===== config.mk =====
export PLATFORM = sky130hd
export DESIGN_NAME = mux_port
export DESIGN_NICKNAME = d
export VERILOG_FILES = /design/src/rtl/mux_port.sv
export SDC_FILE = /design/constraint.sdc
export NUM_CORES = 1
export LEC_CHECK = 0
export CAP_MARGIN = 30
export CORE_MARGIN = 2
export CORE_UTILIZATION = 50
export CTS_BUF_LIST = sky130_fd_sc_hd__clkbuf_4
export DETAILED_ROUTE_END_ITERATION = 12
export GPL_ROUTABILITY_DRIVEN = 1
export HOLD_SLACK_MARGIN = 0.02
export PLACE_DENSITY = 0.74
export SLEW_MARGIN = 40
export SYNTH_ARGS = -nofsm -noshare
export SYNTH_HDL_FRONTEND = slang
export SYNTH_SLANG_ARGS = --single-unit

===== constraint.sdc =====
create_clock -name clock -period 2.14 [get_ports clock]
set_clock_uncertainty 0.05 [all_clocks]
set_input_delay 0.321 -clock clock [delete_from_list [all_inputs] [get_ports clock]]
set_output_delay 0.321 -clock clock [all_outputs]
set_load 0.05 [all_outputs]

===== src/rtl/mux_port.sv =====
// ---------------------------------------------------------------------------
// mux_port
//
// Memory-mapped serial port for a small CPU bus. The block occupies two
// addresses: a status register at BASE_ADDR and a data register at
// BASE_ADDR+1. Bytes written to the data register are queued in a small TX
// FIFO and serialized onto txd as 8N1 frames. Frames arriving on rxd are
// deserialized into a one-byte holding register read from the data address.
//
// Status byte layout:
//   bit0 rxReady       - holding register contains an unread byte
//   bit1 txNotFull     - TX FIFO can accept another byte
//   bit2 txIdle        - TX FIFO empty and serializer idle
//   bit3 overrun       - a received byte replaced an unread one
//   bit4 framingError  - a frame ended with a low stop bit
//   bit5 txOverflow    - a write was dropped because the FIFO was full
//   bit7:6             - always zero
//
// Ports:
//   clock       in   single clock, rising edge
//   reset       in   asynchronous, active-high reset
//   addressBus  in   16-bit CPU address
//   writeEnBus  in   CPU write strobe
//   readEnBus   in   CPU read strobe
//   dataOutBus  in   8-bit CPU write data
//   dataInBus   out  8-bit read data, combinational from address and state
//   selected    out  high when addressBus hits either register
//   txd         out  serial transmit line, idle high
//   rxd         in   serial receive line, asynchronous to clock
//
// Parameters:
//   BASE_ADDR     address of the status register
//   CLKS_PER_BIT  clocks per serial bit (even, >= 4)
//   TX_DEPTH      TX FIFO entries (power of 2, >= 2)
// ---------------------------------------------------------------------------
module mux_port #(
  parameter logic [15:0] BASE_ADDR    = 16'hF200,
  parameter int          CLKS_PER_BIT = 16,
  parameter int          TX_DEPTH     = 4
) (
  input  logic        clock,
  input  logic        reset,
  input  logic [15:0] addressBus,
  input  logic        writeEnBus,
  input  logic        readEnBus,
  input  logic [7:0]  dataOutBus,
  output logic [7:0]  dataInBus,
  output logic        selected,
  output logic        txd,
  input  logic        rxd
);

  localparam logic [15:0] DATA_ADDR = BASE_ADDR + 16'd1;
  localparam int PTR_W = $clog2(TX_DEPTH);
  localparam int CNT_W = $clog2(CLKS_PER_BIT);
  localparam logic [PTR_W:0]   PTR_ONE   = (PTR_W + 1)'(1);
  localparam logic [CNT_W-1:0] CNT_ONE   = CNT_W'(1);
  localparam logic [CNT_W-1:0] BIT_LAST  = CNT_W'(CLKS_PER_BIT - 1);
  localparam logic [CNT_W-1:0] HALF_LAST = CNT_W'(CLKS_PER_BIT / 2 - 1);

  typedef enum logic [1:0] {TX_IDLE, TX_START, TX_DATA, TX_STOP} txState_t;
  typedef enum logic [1:0] {RX_IDLE, RX_START, RX_DATA, RX_STOP} rxState_t;

  // Address decode and qualified bus strobes
  logic w_selStatus;
  logic w_selData;
  logic w_push;
  logic w_overflow;
  logic w_readData;
  logic w_readStatus;

  // TX FIFO
  logic [7:0]     r_fifoMem [TX_DEPTH];
  logic [PTR_W:0] r_wrPtr;
  logic [PTR_W:0] r_rdPtr;
  logic           w_fifoEmpty;
  logic           w_fifoFull;
  logic [7:0]     w_fifoHead;
  logic           w_pop;

  // TX serializer
  txState_t         r_txState;
  logic [CNT_W-1:0] r_txCnt;
  logic [2:0]       r_txBitIdx;
  logic [7:0]       r_txShift;
  logic             r_txd;
  logic             w_txBitEnd;

  // RX synchronizer and deserializer
  logic             r_rxMeta;
  logic             r_rxSync;
  logic             r_rxPrev;
  logic             w_rxFall;
  rxState_t         r_rxState;
  logic [CNT_W-1:0] r_rxCnt;
  logic [2:0]       r_rxBitIdx;
  logic [7:0]       r_rxShift;
  logic             w_rxBitEnd;
  logic             w_rxStopSample;
  logic             w_rxLoad;
  logic             w_rxFrameErr;

  // Status and holding registers
  logic [7:0] r_rxData;
  logic       r_rxReady;
  logic       r_overrun;
  logic       r_framingError;
  logic       r_txOverflow;
  logic       w_txIdle;
  logic [7:0] w_status;
  logic [7:0] w_readMux;

  assign w_selStatus  = (addressBus == BASE_ADDR);
  assign w_selData    = (addressBus == DATA_ADDR);
  assign selected     = w_selStatus | w_selData;

  assign w_push       = writeEnBus & w_selData & ~w_fifoFull;
  assign w_overflow   = writeEnBus & w_selData & w_fifoFull;
  assign w_readData   = readEnBus & w_selData;
  assign w_readStatus = readEnBus & w_selStatus;

  // The extra pointer MSB separates "full" (MSBs differ, rest equal) from
  // "empty" (pointers identical).
  assign w_fifoEmpty = (r_wrPtr == r_rdPtr);
  assign w_fifoFull  = (r_wrPtr[PTR_W] != r_rdPtr[PTR_W]) &&
                       (r_wrPtr[PTR_W-1:0] == r_rdPtr[PTR_W-1:0]);
  assign w_fifoHead  = r_fifoMem[r_rdPtr[PTR_W-1:0]];

  assign w_txBitEnd = (r_txCnt == BIT_LAST);
  // A new frame is pulled either from idle or straight out of the stop bit,
  // which is what makes back-to-back frames gapless.
  assign w_pop = ~w_fifoEmpty &&
                 ((r_txState == TX_IDLE) || ((r_txState == TX_STOP) && w_txBitEnd));

  // FIFO storage; contents need no reset because the pointers define validity.
  always_ff @(posedge clock) begin
    if (w_push) begin
      r_fifoMem[r_wrPtr[PTR_W-1:0]] <= dataOutBus;
    end
  end

  // FIFO pointers; fullness used for the push decision is the pre-edge value,
  // so a pop on the same edge does not make room for the write.
  always_ff @(posedge clock or posedge reset) begin
    if (reset) begin
      r_wrPtr <= '0;
      r_rdPtr <= '0;
    end else begin
      if (w_push) begin
        r_wrPtr <= r_wrPtr + PTR_ONE;
      end
      if (w_pop) begin
        r_rdPtr <= r_rdPtr + PTR_ONE;
      end
    end
  end

  // TX serializer: start bit, 8 data bits LSB first, stop bit, each held for
  // CLKS_PER_BIT clocks. txd is registered so it changes only on clock edges.
  always_ff @(posedge clock or posedge reset) begin
    if (reset) begin
      r_txState  <= TX_IDLE;
      r_txCnt    <= '0;
      r_txBitIdx <= 3'd0;
      r_txShift  <= 8'h00;
      r_txd      <= 1'b1;
    end else begin
      case (r_txState)
        TX_IDLE: begin
          r_txCnt <= '0;
          if (w_pop) begin
            r_txState <= TX_START;
            r_txShift <= w_fifoHead;
            r_txd     <= 1'b0;
          end
        end
        TX_START: begin
          if (w_txBitEnd) begin
            r_txCnt    <= '0;
            r_txBitIdx <= 3'd0;
            r_txState  <= TX_DATA;
            r_txd      <= r_txShift[0];
          end else begin
            r_txCnt <= r_txCnt + CNT_ONE;
          end
        end
        TX_DATA: begin
          if (w_txBitEnd) begin
            r_txCnt <= '0;
            if (r_txBitIdx == 3'd7) begin
              r_txState <= TX_STOP;
              r_txd     <= 1'b1;
            end else begin
              r_txBitIdx <= r_txBitIdx + 3'd1;
              r_txShift  <= {1'b0, r_txShift[7:1]};
              r_txd      <= r_txShift[1];
            end
          end else begin
            r_txCnt <= r_txCnt + CNT_ONE;
          end
        end
        TX_STOP: begin
          if (w_txBitEnd) begin
            r_txCnt <= '0;
            if (w_pop) begin
              r_txState <= TX_START;
              r_txShift <= w_fifoHead;
              r_txd     <= 1'b0;
            end else begin
              r_txState <= TX_IDLE;
            end
          end else begin
            r_txCnt <= r_txCnt + CNT_ONE;
          end
        end
        default: begin
          r_txState <= TX_IDLE;
          r_txd     <= 1'b1;
        end
      endcase
    end
  end

  assign txd = r_txd;

  // Two-flop synchronizer for rxd, plus one more flop holding the previous
  // synchronized value for falling-edge detection. All reset to line idle.
  always_ff @(posedge clock or posedge reset) begin
    if (reset) begin
      r_rxMeta <= 1'b1;
      r_rxSync <= 1'b1;
      r_rxPrev <= 1'b1;
    end else begin
      r_rxMeta <= rxd;
      r_rxSync <= r_rxMeta;
      r_rxPrev <= r_rxSync;
    end
  end

  assign w_rxFall       = r_rxPrev & ~r_rxSync;
  assign w_rxBitEnd     = (r_rxCnt == BIT_LAST);
  assign w_rxStopSample = (r_rxState == RX_STOP) && w_rxBitEnd;
  assign w_rxLoad       = w_rxStopSample & r_rxSync;
  assign w_rxFrameErr   = w_rxStopSample & ~r_rxSync;

  // RX deserializer: the start bit is checked at its middle, after which
  // every sample lands one full bit later, i.e. near each bit's centre.
  always_ff @(posedge clock or posedge reset) begin
    if (reset) begin
      r_rxState  <= RX_IDLE;
      r_rxCnt    <= '0;
      r_rxBitIdx <= 3'd0;
      r_rxShift  <= 8'h00;
    end else begin
      case (r_rxState)
        RX_IDLE: begin
          r_rxCnt <= '0;
          if (w_rxFall) begin
            r_rxState <= RX_START;
          end
        end
        RX_START: begin
          if (r_rxCnt == HALF_LAST) begin
            r_rxCnt <= '0;
            if (r_rxSync) begin
              r_rxState <= RX_IDLE;
            end else begin
              r_rxState  <= RX_DATA;
              r_rxBitIdx <= 3'd0;
            end
          end else begin
            r_rxCnt <= r_rxCnt + CNT_ONE;
          end
        end
        RX_DATA: begin
          if (w_rxBitEnd) begin
            r_rxCnt   <= '0;
            r_rxShift <= {r_rxSync, r_rxShift[7:1]};
            if (r_rxBitIdx == 3'd7) begin
              r_rxState <= RX_STOP;
            end else begin
              r_rxBitIdx <= r_rxBitIdx + 3'd1;
            end
          end else begin
            r_rxCnt <= r_rxCnt + CNT_ONE;
          end
        end
        RX_STOP: begin
          if (w_rxBitEnd) begin
            r_rxCnt   <= '0;
            r_rxState <= RX_IDLE;
          end else begin
            r_rxCnt <= r_rxCnt + CNT_ONE;
          end
        end
        default: begin
          r_rxState <= RX_IDLE;
        end
      endcase
    end
  end

  // Holding register and sticky flags. Set conditions take priority over
  // clears on the same edge; a data read that coincides with a new byte
  // keeps rxReady and does not count as an overrun.
  always_ff @(posedge clock or posedge reset) begin
    if (reset) begin
      r_rxData       <= 8'h00;
      r_rxReady      <= 1'b0;
      r_overrun      <= 1'b0;
      r_framingError <= 1'b0;
      r_txOverflow   <= 1'b0;
    end else begin
      if (w_rxLoad) begin
        r_rxData <= r_rxShift;
      end

      if (w_rxLoad) begin
        r_rxReady <= 1'b1;
      end else if (w_readData) begin
        r_rxReady <= 1'b0;
      end

      if (w_rxLoad && r_rxReady && !w_readData) begin
        r_overrun <= 1'b1;
      end else if (w_readStatus) begin
        r_overrun <= 1'b0;
      end

      if (w_rxFrameErr) begin
        r_framingError <= 1'b1;
      end else if (w_readStatus) begin
        r_framingError <= 1'b0;
      end

      if (w_overflow) begin
        r_txOverflow <= 1'b1;
      end else if (w_readStatus) begin
        r_txOverflow <= 1'b0;
      end
    end
  end

  assign w_txIdle = w_fifoEmpty && (r_txState == TX_IDLE);
  assign w_status = {2'b00, r_txOverflow, r_framingError, r_overrun,
                     w_txIdle, ~w_fifoFull, r_rxReady};

  // Read mux: unselected addresses return zero so the CPU can OR buses.
  always_comb begin
    w_readMux = 8'h00;
    if (w_selStatus) begin
      w_readMux = w_status;
    end else if (w_selData) begin
      w_readMux = r_rxData;
    end
  end

  assign dataInBus = w_readMux;

endmodule


==> flow_summary.json <==
{
  "static-leakage-power_nw": 2.22,
  "grt_start_max_net_pins": 23,
  "layout-drive-gt1-share_pct": 39.0,
  "critical-path-max-stage-delay_ps": 480,
  "yosysUniqueCellTypes": 53,
  "yosys_top_cell_area_share_pct": 31.8,
  "setup-tns-final_ps": -59.4,
  "ios": 39,
  "core_um2": 7810,
  "timing.final.hold_violations": 0,
  "route.vias.total": 2540,
  "first_pass_grt_wire_length_um": 13200,
  "finalWeightedCongestion": 0.787,
  "drtPass1Iterations": 4,
  "cts.sink_count": 88,
  "timing.critical_path.from_type": "flip-flop",
  "post-route-worst-setup-slack_ps": -44.7,
  "die-height_um": 94.4,
  "route.detailed.wl_per_inst_um": 16.7,
  "cts_made_buffers": 9,
  "stdcell_count": 469,
  "drv_slew": 0,
  "worst_ir_drop_vdd_mv": 0.604,
  "path_class": "reg2out",
  "synthesis.yosys.warnings": 0,
  "synthesis.area_um2": 4090,
  "fin_crit_sh_pct": 102,
  "critical_path.endpoint_type": "output port",
  "grt.overflow.total": 0,
  "postSynthRegisterBits": 88,
  "clk-insertion-delay-late_ps": 430,
  "violated_checks": "setup timing",
  "dpl_cell_area_um2": 4890,
  "vias_in_the_first_global_route": 2707,
  "clk_pin_slew_worst_paths_ps": 140,
  "number_of_cell_rows": 32,
  "synth_flop_cell": "sky130_fd_sc_hd__dfrtp_1",
  "antenna_violating_nets_left": 0,
  "cts.root.buffer_cell": "sky130_fd_sc_hd__clkbuf_4",
  "critical_path.max_fanout": 3,
  "drc_errors": 0,
  "hold_path_class": "in2async",
  "gate_count_after_technology_mapping": 291,
  "buffer_depth_of_the_longest_clock_path": 2,
  "async_flop_share_pct": 63.6,
  "final.min_clock_period_ps": 2180,
  "worstPathArrival_ps": 1810,
  "tightestPinTransition_ps": 557,
  "max-cap-violations": 0,
  "initial_util_pct": 52.4,
  "cts_tree": "built",
  "synth_commonest_cells": "sky130_fd_sc_hd__dfrtp_1, sky130_fd_sc_hd__mux2_2, sky130_fd_sc_hd__edfxtp_1",
  "ys_seq_area_share_pct": 57.9,
  "outcome": "finished, violations left",
  "synth_area_leaders": "sky130_fd_sc_hd__dfrtp_1, sky130_fd_sc_hd__edfxtp_1, sky130_fd_sc_hd__mux2_2",
  "drt_iter0_drc": 151,
  "design_area_um2": 5260,
  "post-place-cells": 446,
  "synth-edff-count": 32,
  "area_growth_pct": 28.5,
  "slowest_stage": "sky130_fd_sc_hd__dfrtp_2",
  "grt_antenna_before_repair": 0,
  "horiz_die_dim_um": 94.4,
  "cts_max_level": 3,
  "timing.slew.headroom_pct": 62.5,
  "required_ps": 1770,
  "mappedNetlistNets": 336,
  "floorplan_die_area_um2": 8920,
  "place.detailed.hpwl_um": 5630,
  "io_buffers": 38,
  "finalHoldWorstSlack_ps": 169,
  "global_route_usage_over_all_layers_pct": 19.5,
  "synth.most_common_cell": "sky130_fd_sc_hd__dfrtp_1",
  "detail_route.wirelength_um": 7840,
  "worstPathCellList": "xor2_4 > nor3_4 > nand3_2 > a21oi_4 > buf_12",
  "power-per-cell-area_nw_per_um2": 913,
  "number_of_nets_in_the_final_layout": 407,
  "post_synth.cell_area_avg_um2": 14.1,
  "n_antenna_cell": 0,
  "vias_per_cell": 5.42,
  "rsz0062_at_grt": "yes",
  "report.final.setup_viol": 2,
  "cell_taking_the_most_area_after_synthesis": "sky130_fd_sc_hd__dfrtp_1",
  "achievable-frequency_ghz": 0.458
}
## final cells by class
type                    instances  area (um^2)
clock buffers                  10         75.1
clock inverters                 6         90.1
fillers                       551         2550
inverters                      11         43.8
multi-input cells             180         1750
flip-flops and latches         88         2370
well taps                     102          128
repair buffers                 72          793
## power by group
part           switching (mW)  total [mW]  internal, mW
combinational           0.739        1.64         0.904
clock                   0.558        1.05         0.494
sequential              0.163        2.10          1.94
total                    1.46        4.80          3.34
## layout by cell type, fill, tap and decap left out, types with 2 or more instances in the layout
cell	count
sky130_fd_sc_hd__xnor2_1	4
sky130_fd_sc_hd__dfrtp_1	47
sky130_fd_sc_hd__dlygate4sd2_1	10
sky130_fd_sc_hd__and3_4	2
sky130_fd_sc_hd__xor2_1	4
sky130_fd_sc_hd__nor4b_4	2
sky130_fd_sc_hd__dfrtp_2	5
sky130_fd_sc_hd__inv_2	3
sky130_fd_sc_hd__inv_6	2
sky130_fd_sc_hd__mux2_2	37
sky130_fd_sc_hd__dlymetal6s2s_1	3
sky130_fd_sc_hd__nand3_1	2
sky130_fd_sc_hd__nor2_2	4
sky130_fd_sc_hd__and3_1	3
sky130_fd_sc_hd__buf_6	4
sky130_fd_sc_hd__nand2_1	16
sky130_fd_sc_hd__mux4_2	7
sky130_fd_sc_hd__nor2_1	14
sky130_fd_sc_hd__and2_1	3
sky130_fd_sc_hd__mux2i_1	4
sky130_fd_sc_hd__nor3_4	2
sky130_fd_sc_hd__nor3_1	3
sky130_fd_sc_hd__xor2_4	2
sky130_fd_sc_hd__buf_4	25
sky130_fd_sc_hd__nor2b_1	3
sky130_fd_sc_hd__a21oi_1	5
sky130_fd_sc_hd__nand4_1	2
sky130_fd_sc_hd__edfxtp_1	32
sky130_fd_sc_hd__clkdlybuf4s50_1	16
sky130_fd_sc_hd__nor4b_2	2
sky130_fd_sc_hd__bufinv_16	2
sky130_fd_sc_hd__inv_1	7
sky130_fd_sc_hd__a22o_1	5
sky130_fd_sc_hd__clkbuf_4	10
sky130_fd_sc_hd__o21ai_0	8
sky130_fd_sc_hd__ha_1	15
sky130_fd_sc_hd__buf_12	13
sky130_fd_sc_hd__dfstp_2	4
## metrics by stage
step / worst slack, ps / total power, mW / utilization [%]
after floorplan: -67.4 / 3.17 / -
after global placement: -187 / 3.52 / 62.6
after detailed placement: -216 / 3.57 / 62.6
after CTS: -94.5 / 4.71 / 66.2
after global routing: -137 / 5.09 / 67.3
final: -44.7 / 4.80 / 67.3
## state kept, by name, indices dropped and copies added (netlist names), 2 cells and up, named ones only
| register | cells |
|---|---|
| r_txState | 2 |
| r_rxBitIdx | 3 |
| r_rxCnt | 4 |
| r_rxShift | 8 |
| r_txShift | 8 |
| r_txCnt | 4 |
| r_rxData | 8 |
| r_rdPtr | 3 |
| r_wrPtr | 3 |
| r_txBitIdx | 3 |
| r_fifoMem | 32 |
## routing by layer
metal | track usage (%) | routed length [um] | vias up
met4 | 7.00 | 55 | 0
met1 | 25.7 | 3580 | 1284
li1 | - | - | 1221
met3 | 4.47 | 208 | 4
met2 | 32.0 | 4000 | 31
met5 | 0 | 0 | -
## worst paths after layout
kind                       slack (ps)             to  cells after the start          from
hold / removal                    170  r_rxBitIdx[0]                      2         reset
setup reg to reg                  100   r_txShift[0]                      6  r_txState[1]
min in group clock                240       r_rxMeta                      1           rxd
max in group asynchronous        1300       r_rxSync                      3         reset
hold reg to reg                   320       r_rxSync                      0      r_rxMeta
setup / recovery                  -40   dataInBus[2]                      5    r_wrPtr[0]
## cell families (layout without fill, tap and decap cells)
family,Yosys count,count (layout),share of synthesized area (%)
flops,88,88,57.9
simple gates,66,66,8.78
mux,49,49,15.7
compound gates,38,38,7.16
buf+inv,23,99,2.63
fa+ha+maj,16,16,4.89
xor+xnor,11,11,3.00
## worst max-delay path, delay by kind of cell (launching register included)
kind	cells	cell delay (ps)
buffers and inverters	1	150
flip-flops	1	480
XOR/XNOR	1	210
AO/OA/AOI/OAI	1	200
AND/OR/NAND/NOR	2	360
## timing repair
item | CTS | global route
buffers inserted | 7 | 0
gates resized for setup | 30 | 22
hold buffers | 0 | 0
setup endpoints to repair | 17 | 18
pin swaps | 9 | 6
Note: power is estimated with default switching activity, not from simulation.
